**src/rtl/fir_link_pkg.sv**
```systemverilog
// Shared types and protocol tokens for the host byte-link loader.
package fir_link_pkg;

    typedef enum logic [3:0] {
        StIdle,
        StSyncAck,
        StCmdWait,
        StCmdAck,
        StCoefLoad,
        StCoefAck,
        StDataLoad,
        StDataAck,
        StRun,
        StDoneAck,
        StErrAck
    } link_state_e;

    typedef enum logic {ModeFull, ModeData} load_mode_e;

    localparam logic [7:0] TokSync     = 8'h39;
    localparam logic [7:0] TokSyncAck  = 8'h46;
    localparam logic [7:0] TokCmdFull  = 8'h68;
    localparam logic [7:0] TokCmdData  = 8'h64;
    localparam logic [7:0] TokCmdAck   = 8'h61;
    localparam logic [7:0] TokCoefDone = 8'h72;
    localparam logic [7:0] TokDataDone = 8'h69;
    localparam logic [7:0] TokFiltDone = 8'h64;
    localparam logic [7:0] TokErr      = 8'h45;

    // Counter width for n states, never narrower than one bit.
    function automatic int unsigned addr_w(input int unsigned n);
        return (n > 1) ? $clog2(n) : 1;
    endfunction

endpackage

```
**src/rtl/fir_link_word_asm.sv**
```systemverilog
// Byte-to-word assembler: collects WORD_W/8 bytes and pulses word_valid_o one cycle later.
module fir_link_word_asm
    import fir_link_pkg::*;
#(
    parameter int unsigned WORD_W    = 16,
    parameter bit          MSB_FIRST = 1'b1
) (
    input  logic              clk_i,
    input  logic              rst_ni,
    input  logic [7:0]        byte_i,
    input  logic              valid_i,
    input  logic              clear_i,
    output logic [WORD_W-1:0] word_o,
    output logic              word_valid_o
);

    localparam int unsigned BYTES = WORD_W / 8;
    localparam int unsigned IW    = addr_w(BYTES);

    logic [IW-1:0]     idx_q, idx_d;
    logic [WORD_W-1:0] word_q, word_d;
    logic              wv_q, wv_d;

    always_comb begin
        idx_d  = idx_q;
        word_d = word_q;
        wv_d   = 1'b0;
        if (clear_i) begin
            idx_d  = '0;
            word_d = '0;
        end else if (valid_i) begin
            if (MSB_FIRST) begin
                word_d = (word_q << 8) | WORD_W'(byte_i);
            end else begin
                word_d = (word_q >> 8) | (WORD_W'(byte_i) << (WORD_W - 8));
            end
            if (idx_q == IW'(BYTES - 1)) begin
                idx_d = '0;
                wv_d  = 1'b1;
            end else begin
                idx_d = idx_q + IW'(1);
            end
        end
    end

    always_ff @(posedge clk_i or negedge rst_ni) begin
        if (!rst_ni) begin
            idx_q  <= '0;
            word_q <= '0;
            wv_q   <= 1'b0;
        end else begin
            idx_q  <= idx_d;
            word_q <= word_d;
            wv_q   <= wv_d;
        end
    end

    assign word_o       = word_q;
    assign word_valid_o = wv_q;

endmodule

```
**src/rtl/fir_host_link_loader.sv**
```systemverilog
// Host byte-protocol engine: handshake, coefficient/data buffer loading, filter start and reporting.
module fir_host_link_loader
    import fir_link_pkg::*;
#(
    parameter int unsigned WORD_W      = 16,
    parameter int unsigned NUM_COEF    = 64,
    parameter int unsigned NUM_DATA    = 1024,
    parameter bit          MSB_FIRST   = 1'b1,
    parameter int unsigned TIMEOUT_CYC = 65535,
    localparam int unsigned CAW        = addr_w(NUM_COEF),
    localparam int unsigned DAW        = addr_w(NUM_DATA)
) (
    input  logic              clk_i,
    input  logic              rst_ni,
    input  logic [7:0]        data_in_i,
    input  logic              rx_valid_i,
    output logic [7:0]        data_out_o,
    output logic              tx_valid_o,
    input  logic              tx_ready_i,
    output logic              coef_we_o,
    output logic [CAW-1:0]    coef_addr_o,
    output logic              din_we_o,
    output logic [DAW-1:0]    din_addr_o,
    output logic [WORD_W-1:0] wdata_o,
    output logic              start_filter_o,
    input  logic              filter_complete_i,
    output logic              busy_o,
    output logic              error_o
);

    localparam int unsigned TW = addr_w(TIMEOUT_CYC + 1);

    link_state_e    state_q, state_d;
    load_mode_e     mode_q, mode_d;
    logic [7:0]     tx_data_q, tx_data_d;
    logic           tx_valid_q, tx_valid_d;
    logic [CAW-1:0] coef_addr_q, coef_addr_d;
    logic [DAW-1:0] din_addr_q, din_addr_d;
    logic [TW-1:0]  timer_q, timer_d;
    logic           start_q, start_d;
    logic           error_q, error_d;

    logic              in_load, tx_accept, timed_out, word_valid;
    logic [WORD_W-1:0] word;

    assign in_load   = (state_q == StCoefLoad) || (state_q == StDataLoad);
    assign tx_accept = tx_valid_q && tx_ready_i;
    assign timed_out = (TIMEOUT_CYC != 0) && !rx_valid_i && (timer_q + TW'(1) == TW'(TIMEOUT_CYC));

    // Bytes outside the load states never reach the assembler; leaving a load discards any partial.
    fir_link_word_asm #(
        .WORD_W   (WORD_W),
        .MSB_FIRST(MSB_FIRST)
    ) u_word_asm (
        .clk_i       (clk_i),
        .rst_ni      (rst_ni),
        .byte_i      (data_in_i),
        .valid_i     (rx_valid_i && in_load),
        .clear_i     (!in_load),
        .word_o      (word),
        .word_valid_o(word_valid)
    );

    always_comb begin
        state_d     = state_q;
        mode_d      = mode_q;
        tx_data_d   = tx_data_q;
        tx_valid_d  = tx_valid_q && !tx_ready_i;
        coef_addr_d = coef_addr_q;
        din_addr_d  = din_addr_q;
        timer_d     = '0;
        start_d     = 1'b0;
        error_d     = 1'b0;

        unique case (state_q)
            StIdle: if (rx_valid_i && data_in_i == TokSync) state_d = StSyncAck;
            StSyncAck: if (tx_accept) state_d = StCmdWait;
            StCmdWait: begin
                if (rx_valid_i) begin
                    if (data_in_i == TokCmdFull) begin
                        state_d = StCmdAck;
                        mode_d  = ModeFull;
                    end else if (data_in_i == TokCmdData) begin
                        state_d = StCmdAck;
                        mode_d  = ModeData;
                    end else begin
                        state_d = StErrAck;
                    end
                end
            end
            StCmdAck: if (tx_accept) state_d = (mode_q == ModeFull) ? StCoefLoad : StDataLoad;
            StCoefLoad: begin
                if (word_valid) begin
                    if (coef_addr_q == CAW'(NUM_COEF - 1)) state_d = StCoefAck;
                    else coef_addr_d = coef_addr_q + CAW'(1);
                end else if (timed_out) begin
                    state_d = StErrAck;
                end
            end
            StCoefAck: if (tx_accept) state_d = StDataLoad;
            StDataLoad: begin
                if (word_valid) begin
                    if (din_addr_q == DAW'(NUM_DATA - 1)) state_d = StDataAck;
                    else din_addr_d = din_addr_q + DAW'(1);
                end else if (timed_out) begin
                    state_d = StErrAck;
                end
            end
            StDataAck: if (tx_accept) state_d = StRun;
            StRun: if (filter_complete_i) state_d = StDoneAck;
            StDoneAck, StErrAck: if (tx_accept) state_d = StIdle;
            default: state_d = StIdle;
        endcase

        if (in_load && !rx_valid_i) timer_d = timer_q + TW'(1);

        // Entry actions: load the TX holding register, reset address counters, fire pulses.
        if (state_d != state_q) begin
            case (state_d)
                StSyncAck:  begin tx_valid_d = 1'b1; tx_data_d = TokSyncAck;  end
                StCmdAck:   begin tx_valid_d = 1'b1; tx_data_d = TokCmdAck;   end
                StCoefAck:  begin tx_valid_d = 1'b1; tx_data_d = TokCoefDone; end
                StDataAck:  begin tx_valid_d = 1'b1; tx_data_d = TokDataDone; end
                StDoneAck:  begin tx_valid_d = 1'b1; tx_data_d = TokFiltDone; end
                StErrAck: begin
                    tx_valid_d = 1'b1;
                    tx_data_d  = TokErr;
                    error_d    = 1'b1;
                end
                StCoefLoad: coef_addr_d = '0;
                StDataLoad: din_addr_d = '0;
                StRun:      start_d = 1'b1;
                default: ;
            endcase
        end
    end

    always_ff @(posedge clk_i or negedge rst_ni) begin
        if (!rst_ni) begin
            state_q     <= StIdle;
            mode_q      <= ModeFull;
            tx_data_q   <= '0;
            tx_valid_q  <= 1'b0;
            coef_addr_q <= '0;
            din_addr_q  <= '0;
            timer_q     <= '0;
            start_q     <= 1'b0;
            error_q     <= 1'b0;
        end else begin
            state_q     <= state_d;
            mode_q      <= mode_d;
            tx_data_q   <= tx_data_d;
            tx_valid_q  <= tx_valid_d;
            coef_addr_q <= coef_addr_d;
            din_addr_q  <= din_addr_d;
            timer_q     <= timer_d;
            start_q     <= start_d;
            error_q     <= error_d;
        end
    end

    assign data_out_o     = tx_data_q;
    assign tx_valid_o     = tx_valid_q;
    assign coef_we_o      = (state_q == StCoefLoad) && word_valid;
    assign din_we_o       = (state_q == StDataLoad) && word_valid;
    assign coef_addr_o    = coef_addr_q;
    assign din_addr_o     = din_addr_q;
    assign wdata_o        = word;
    assign start_filter_o = start_q;
    assign error_o        = error_q;
    assign busy_o         = (state_q != StIdle);

endmodule
```
**config.mk**
```make
export PLATFORM = sky130hd
export DESIGN_NAME = fir_host_link_loader
export DESIGN_NICKNAME = d
export VERILOG_FILES = /design/src/rtl/fir_link_pkg.sv /design/src/rtl/fir_link_word_asm.sv /design/src/rtl/fir_host_link_loader.sv
export SDC_FILE = /design/constraint.sdc
export NUM_CORES = 1
export LEC_CHECK = 0
export CAP_MARGIN = 20
export CORE_MARGIN = 1
export CORE_UTILIZATION = 53
export DETAILED_ROUTE_END_ITERATION = 10
export GPL_TIMING_DRIVEN = 0
export HOLD_SLACK_MARGIN = 0.02
export PLACE_DENSITY_LB_ADDON = 0.05
export SLEW_MARGIN = 5
export SYNTH_ARGS = -nofsm -noshare
export SYNTH_HDL_FRONTEND = slang
export SYNTH_SLANG_ARGS = --single-unit
```
**constraint.sdc**
```tcl
create_clock -name clk_i -period 3.84 [get_ports clk_i]
set_input_delay 0.384 -clock clk_i [delete_from_list [all_inputs] [get_ports clk_i]]
set_output_delay 0.384 -clock clk_i [all_outputs]
set_load 0.005 [all_outputs]
```
==> qor.yml, run 1 <==
pwr:
  p_leak_nw: 1.76
  powerDensity_nw_per_um2: 503
  vdd_ir_drop_max_mv: 0.409
clocking:
  cts_tree: "yes"
  clk_pin_slew_ns: 0.06
  clk_latency_ns: 0.34
  cts_max_level: 3
  cts-root-buf: "clkbuf_8"
  cts_setup_buffers: 0
  postCtsHoldBufs: 0
  numClockSinks: 65
  cts_resized: 0
  numCtsBuffers: 9
  clock_path_buffers: 2
timing:
  fin_crit_sh_pct: 84.1
  max_freq_mhz: 310
  postLayoutSetupSlackWorst_ns: 0.612
  final_max_slew_viol_count: 0
  hold_violations: 0
  setup-tns-final_ns: 0
  worstMarginPinSlew_ns: 0.824
  finalSetupViolCount: 0
  rsz0062_at_grt: "no"
  fin_worst_skew_ns: 0.0102
  period_needed_ns: 3.23
  timing.slew.headroom_pct: 43.6
synth:
  synth_warnings: 0
  async_reset_ff_share_pct: 100
  synth-seq-cells: 65
  synth.distinct_cells: 55
  synth_ff_type: "dfrtp_1"
  synth_fp_nets: 361
  synth.largest_area_cell: "dfrtp_1"
  synth_top_area_share_pct: 47.8
  synth-edff-count: 0
  yosysSeqAreaShare_pct: 47.8
  synth_cells: 344
  syn_avg_cell_area_sq_um: 9.89
  synth.cell_area_sq_um: 3400
  netlist_top_cells_area: "dfrtp_1 (48%), nor2_1 (6.2%), mux2i_1 (5.3%)"
layout:
  n_antenna_cell: 0
  regArea_sq_um: 1630
  final_nets: 429
  fillers: 495
  drive_gt1_share_pct: 7.26
  multiInputGateArea_sq_um: 1660
  area_growth_pct: 23.5
place:
  dp_hpwl_microns: 5260
  preCtsSetupSlack_ns: 0.549
  gp_congestion: 0.874
  portBuffers: 57
floorplanning:
  ios: 59
  initial_core_util_pct: 56.1
  die_x_microns: 82.1
  core-area_sq_um: 6060
  rows: 28
  dieArea_sq_um: 6740
  chipHeight_microns: 82.1
drt:
  drc: 0
  wirelength_microns: 7410
  ant_nets: 0
  firstDrtPassIters: 4
  viasPerCell: 5.64
  drt_iter0_drc: 126
  wl_per_cell_microns: 15.2
  vias: 2754
global_routing:
  grtUsageTotal_pct: 24.2
  grt_pass1_vias: 2607
  grt_pass1_wl_microns: 12100
  grt_overflow: 0
  antenna_found_initial: 0
  grt_max_degree: 66
job:
  maxCapViolCount: 0
worst_setup_path:
  critPathCaptureType: "flop"
  cp-start-kind: "flop"
  cp.required_ns: 4.02
  cp_max_fo: 10
  arrival_ns: 3.41
  path_class: "reg2reg"
  r2r_cells: 8
worst_hold_path:
  hold_class: "in2async"
outcome:
  status: "finished, final reports clean"
[critical path, cell delays in order, from the launching register on]
cell and delay, ns:
dfrtp_1 0.47, ha_1 0.28, nand2_2 0.13, nor4_4 0.29
xnor2_1 0.22, nor4_4 0.11, a2111oi_0 0.75, nor4b_4 0.67
nor3_1 0.16
[logic make-up after synthesis]
kind of cell	after synthesis	synth area share [%]
simple gates	152	24.9
mux	20	6.18
compound gates	50	9.34
xor+xnor	26	6.70
buf+inv	26	3.42
fa+ha+maj	4	1.47
flops	65	47.8
other cells	1	0.110
[per-stage QoR]
stage	instances	power (mW)	instance area, sq um	hold slack (ns)	util [%]
2_1_floorplan	344	1.37	3400	0.0884	-
3_3_place_gp	476	1.66	4070	0.451	67.1
3_5_place_dp	476	1.66	4060	0.455	67.0
4_1_cts	488	2.12	4200	0.166	69.3
5_1_grt	488	2.26	4200	0.202	69.3
6_report	488	2.11	4200	0.140	69.3
[cell usage after synthesis, types with 4 or more instances]
master,count
nor2b_1,6
nor4_1,6
xnor2_1,11
o21ai_0,13
clkbuf_1,7
mux2i_1,18
dfrtp_1,65
inv_1,13
nand2_1,16
nand3_1,16
ha_1,4
nor2_1,56
a21oi_1,15
xor2_1,15
nor3_1,8
and3_1,6
nand4_1,11
[flip-flops by register name, indices dropped and copies added (netlist names)]
signal                   count
state_q                      4
coef_addr_o                  6
u_word_asm.word_valid_o      1
u_word_asm.word_o           16
mode_q                       1
start_filter_o               1
timer_q                     16
din_addr_o                  10
error_o                      1
tx_valid_o                   1
u_word_asm.idx_q             1
data_out_o                   7
[final timing paths]
kind | start | endpoint | slack (ns)
setup / recovery | timer_q[0] | din_addr_o[8] | 0.61
hold / removal | rst_ni | timer_q[4] | 0.14
setup reg to reg | timer_q[0] | din_addr_o[8] | 0.61
hold reg to reg | data_out_o[6] | data_out_o[6] | 0.47
max in group asynchronous | rst_ni | coef_addr_o[0] | 3.17
min in group clk_i | data_out_o[6] | data_out_o[6] | 0.47
[area by class of cell]
| class | instances | area share (%) |
|---|---|---|
| clock inverters | 2 | 0.238 |
| clock buffers | 10 | 3.04 |
| well taps | 75 | 2.23 |
| plain buffers | 13 | 1.61 |
| multi-input cells | 253 | 39.5 |
| flip-flops and latches | 65 | 38.7 |
| repair buffers | 57 | 13.5 |
| inverters | 13 | 1.16 |
[placed cells by master, fill, tap and decap left out, drive strengths merged, types with 7 or more instances in the layout]
| cell type | netlist | final |
|---|---|---|
| xnor2 | 11 | 11 |
| clkbuf | 7 | 17 |
| nand4 | 12 | 12 |
| dfrtp | 65 | 65 |
| inv | 13 | 13 |
| clkdlybuf4s50 | 0 | 56 |
| nor4 | 8 | 8 |
| nor3 | 9 | 9 |
| a21oi | 15 | 15 |
| nor2 | 56 | 56 |
| buf | 6 | 7 |
| nand3 | 18 | 18 |
| nand2 | 17 | 17 |
| xor2 | 15 | 15 |
| o21ai | 13 | 13 |
| mux2i | 18 | 18 |
[power by group]
part           internal [mW]  switching (mW)
clock network          0.217           0.231
logic                  0.383           0.423
registers              0.770          0.0867
total                   1.37           0.741
[per-layer routing]
layer | part of all wire, % | vias up | track usage [%] | wire length [microns]
met1 | 47 | 1330 | 31.9 | 3500
met3 | 4.9 | 11 | 5.82 | 363
met4 | 1.9 | 0 | 10.7 | 138
met2 | 46 | 61 | 37.8 | 3400
met5 | 0 | - | 0 | 0
li1 | - | 1352 | - | -
Note: power is estimated with default switching activity, not from simulation.
==> inputs of run 2 (changes only) <==
==> constraint.sdc (replaced) <==
create_clock -name clk_i -period 3.2 [get_ports clk_i]
set_input_delay 0.32 -clock clk_i [delete_from_list [all_inputs] [get_ports clk_i]]
set_output_delay 0.32 -clock clk_i [all_outputs]
set_load 0.005 [all_outputs]
==> qor.yml, run 2 (same netlist as run 1, synthesis figures left out) <==
layout:
  final_area_sq_um: 4230  # +0.77%
  mostFrequentLayoutCell: "dfrtp_1"
  postLayoutCoreUtil_pct: 69.8  # +0.54 points
  fillers: 489  # -1.2%
  n_antenna_cell: 0  # unchanged
  final_cell_count_no_fill: 489  # +0.20%
  final_nets: 430  # +0.23%
  area_growth_pct: 24.5
  drive_gt1_share_pct: 7.73  # +0.47 points
  multiInputGateArea_sq_um: 1670  # +0.75%
  final_cell_mix: "dfrtp_1 (65), nor2_1 (56), clkdlybuf4s50_1 (56)"
  regArea_sq_um: 1630  # unchanged
worst_setup_path:
  cp-start-kind: "flop"
  cp_max_fo: 10  # unchanged
  arrival_ns: 2.72  # -0.69 ns
  critPathCaptureType: "output pin"
  path_class: "reg2out"
  path_cells: "clkbuf_1 > nor2b_1 > nand2_1 > nor3_1 > clkdlybuf4s50_1"
  cp.required_ns: 2.88  # -1.14 ns
  slowest_stage: "nor3_1"
  slowest_delay_ns: 0.65  # -0.10 ns
floorplanning:
  rows: 28  # unchanged
  dieArea_sq_um: 6740  # unchanged
  die_x_microns: 82.1  # unchanged
  core-area_sq_um: 6060  # unchanged
  initial_core_util_pct: 56.1  # unchanged
  ios: 59  # unchanged
  chipHeight_microns: 82.1  # unchanged
global_routing:
  grt_use_met1_pct: 32.2  # +0.28 points
  antenna_found_initial: 0  # unchanged
  grt_max_degree: 66  # unchanged
  grt_pass1_wl_microns: 12200  # +0.22%
  grt_overflow: 0  # unchanged
  grt_use_met2_pct: 37.7  # -0.083 points
  grt_most_used_layer: "met2"
  grtUsageTotal_pct: 24.3  # +0.071 points
  grt_pass1_vias: 2603  # -0.15%
  use_met3_pct: 5.82  # unchanged
drt:
  ant_nets: 0  # unchanged
  firstDrtPassIters: 4  # unchanged
  drt_iter0_drc: 118  # -6.3%
  wl_per_cell_microns: 15.3  # +0.55%
  viasPerCell: 5.64  # about the same
  wirelength_microns: 7460  # +0.76%
  vias: 2760  # +0.22%
  drc: 0  # unchanged
timing:
  worstMarginPinSlew_ns: 0.821  # -0.00303 ns
  timing.slew.headroom_pct: 44.8  # +1.2 points
  finalSetupViolCount: 0  # unchanged
  postLayoutSetupSlackWorst_ns: 0.163  # -0.449 ns
  hold_violations: 0  # unchanged
  setup-tns-final_ns: 0  # unchanged
  fin_crit_sh_pct: 94.9
  max_freq_mhz: 329
  hold_slack_ns: 0.0699  # -0.0704 ns
  fin_worst_skew_ns: 0.0106  # +0.000342 ns
  period_needed_ns: 3.04
  final_max_slew_viol_count: 0  # unchanged
clocking:
  cts-root-buf: "clkbuf_8"
  clock_path_buffers: 2  # unchanged
  numCtsBuffers: 9  # unchanged
  numClockSinks: 65  # unchanged
  cts_max_level: 3  # unchanged
  clk_latency_ns: 0.34  # about the same
  cts_tree: "yes"
  clk_pin_slew_ns: 0.06  # about the same
place:
  dp_cells: 476  # unchanged
  gp_congestion: 0.874  # unchanged
  place_area_sq_um: 4060  # unchanged
  portBuffers: 57  # unchanged
  preCtsSetupSlack_ns: -0.0909  # -0.640 ns
  dp_hpwl_microns: 5260  # unchanged
worst_hold_path:
  hold_class: "in2async"
pwr:
  power.total_mw: 2.55  # +21%
  p_leak_nw: 1.77  # +0.33%
  powerDensity_nw_per_um2: 602  # +20%
  vdd_ir_drop_max_mv: 0.491  # +20%
job:
  maxCapViolCount: 0  # unchanged
outcome:
  status: "finished, final reports clean"
## run 2: cell types whose count changed in the layout (fill, tap and decap cells not counted)
cell,previous run,this run
ha_1,4,3
a2111oi_1,0,1
ha_2,0,1
nor4b_4,1,2
nor4b_2,1,0
a2111oi_0,1,0
buf_12,0,1
## run 2: worst max-delay path, delay by kind of cell (launching register included)
family / cells / cell delay (ns)
AND/OR/NAND/NOR: 3 / 1.05
buffers and inverters: 2 / 0.99
flip-flops: 1 / 0.35
## run 2: layout make-up
cell class                 instances  share of cell area [%]
buffer                            13                    1.60
timing repair buffer              58                    13.9
clock buffer                      10                    3.02
inverter                          13                    1.15
multi-input combinational        253                    39.5
clock inverter                     2                   0.236
tap                               75                    2.22
sequential                        65                    38.4
## run 2: report_power, final
group	switching, mW	total [mW]	internal [mW]
combinational	0.516	0.978	0.462
sequential	0.105	1.03	0.924
clock	0.281	0.542	0.261
## run 2: path summary, 6_finish.rpt
path                                from              to  slack, ns  cells past startpoint
setup / recovery              state_q[2]       coef_we_o       0.16                      5
hold / removal                    rst_ni      timer_q[4]       0.07                      1
setup reg to reg              timer_q[0]   data_out_o[2]       0.25                     11
hold reg to reg            data_out_o[6]   data_out_o[6]       0.47                      1
max in group asynchronous         rst_ni  coef_addr_o[0]       2.60                      1
min in group clk_i         data_out_o[6]   data_out_o[6]       0.47                      1
## run 2: layer usage
metal	vias up	part of all wire, %
met3	13	5.3
met2	60	46
li1	1348	-
met5	-	0
met4	0	2.1
met1	1339	47
## run 2: timing repair
item,in CTS,in global routing
hold buffers,0,0
setup endpoints to repair,2,14
resized for setup,0,3
pin swaps,0,0
setup buffers,1,0
==> inputs of run 3 (changes only) <==
--- a/config.mk
+++ b/config.mk
@@ -5,7 +5,6 @@
 export SDC_FILE = /design/constraint.sdc
 export NUM_CORES = 1
 export LEC_CHECK = 0
-export CAP_MARGIN = 20
 export CORE_MARGIN = 1
 export CORE_UTILIZATION = 53
 export DETAILED_ROUTE_END_ITERATION = 10
@@ -16,3 +15,4 @@
 export SYNTH_ARGS = -nofsm -noshare
 export SYNTH_HDL_FRONTEND = slang
 export SYNTH_SLANG_ARGS = --single-unit
+export TNS_END_PERCENT = 100
==> results of run 3 <==
Same layout as run 2: the final DEF is identical, and so are final timing and power.
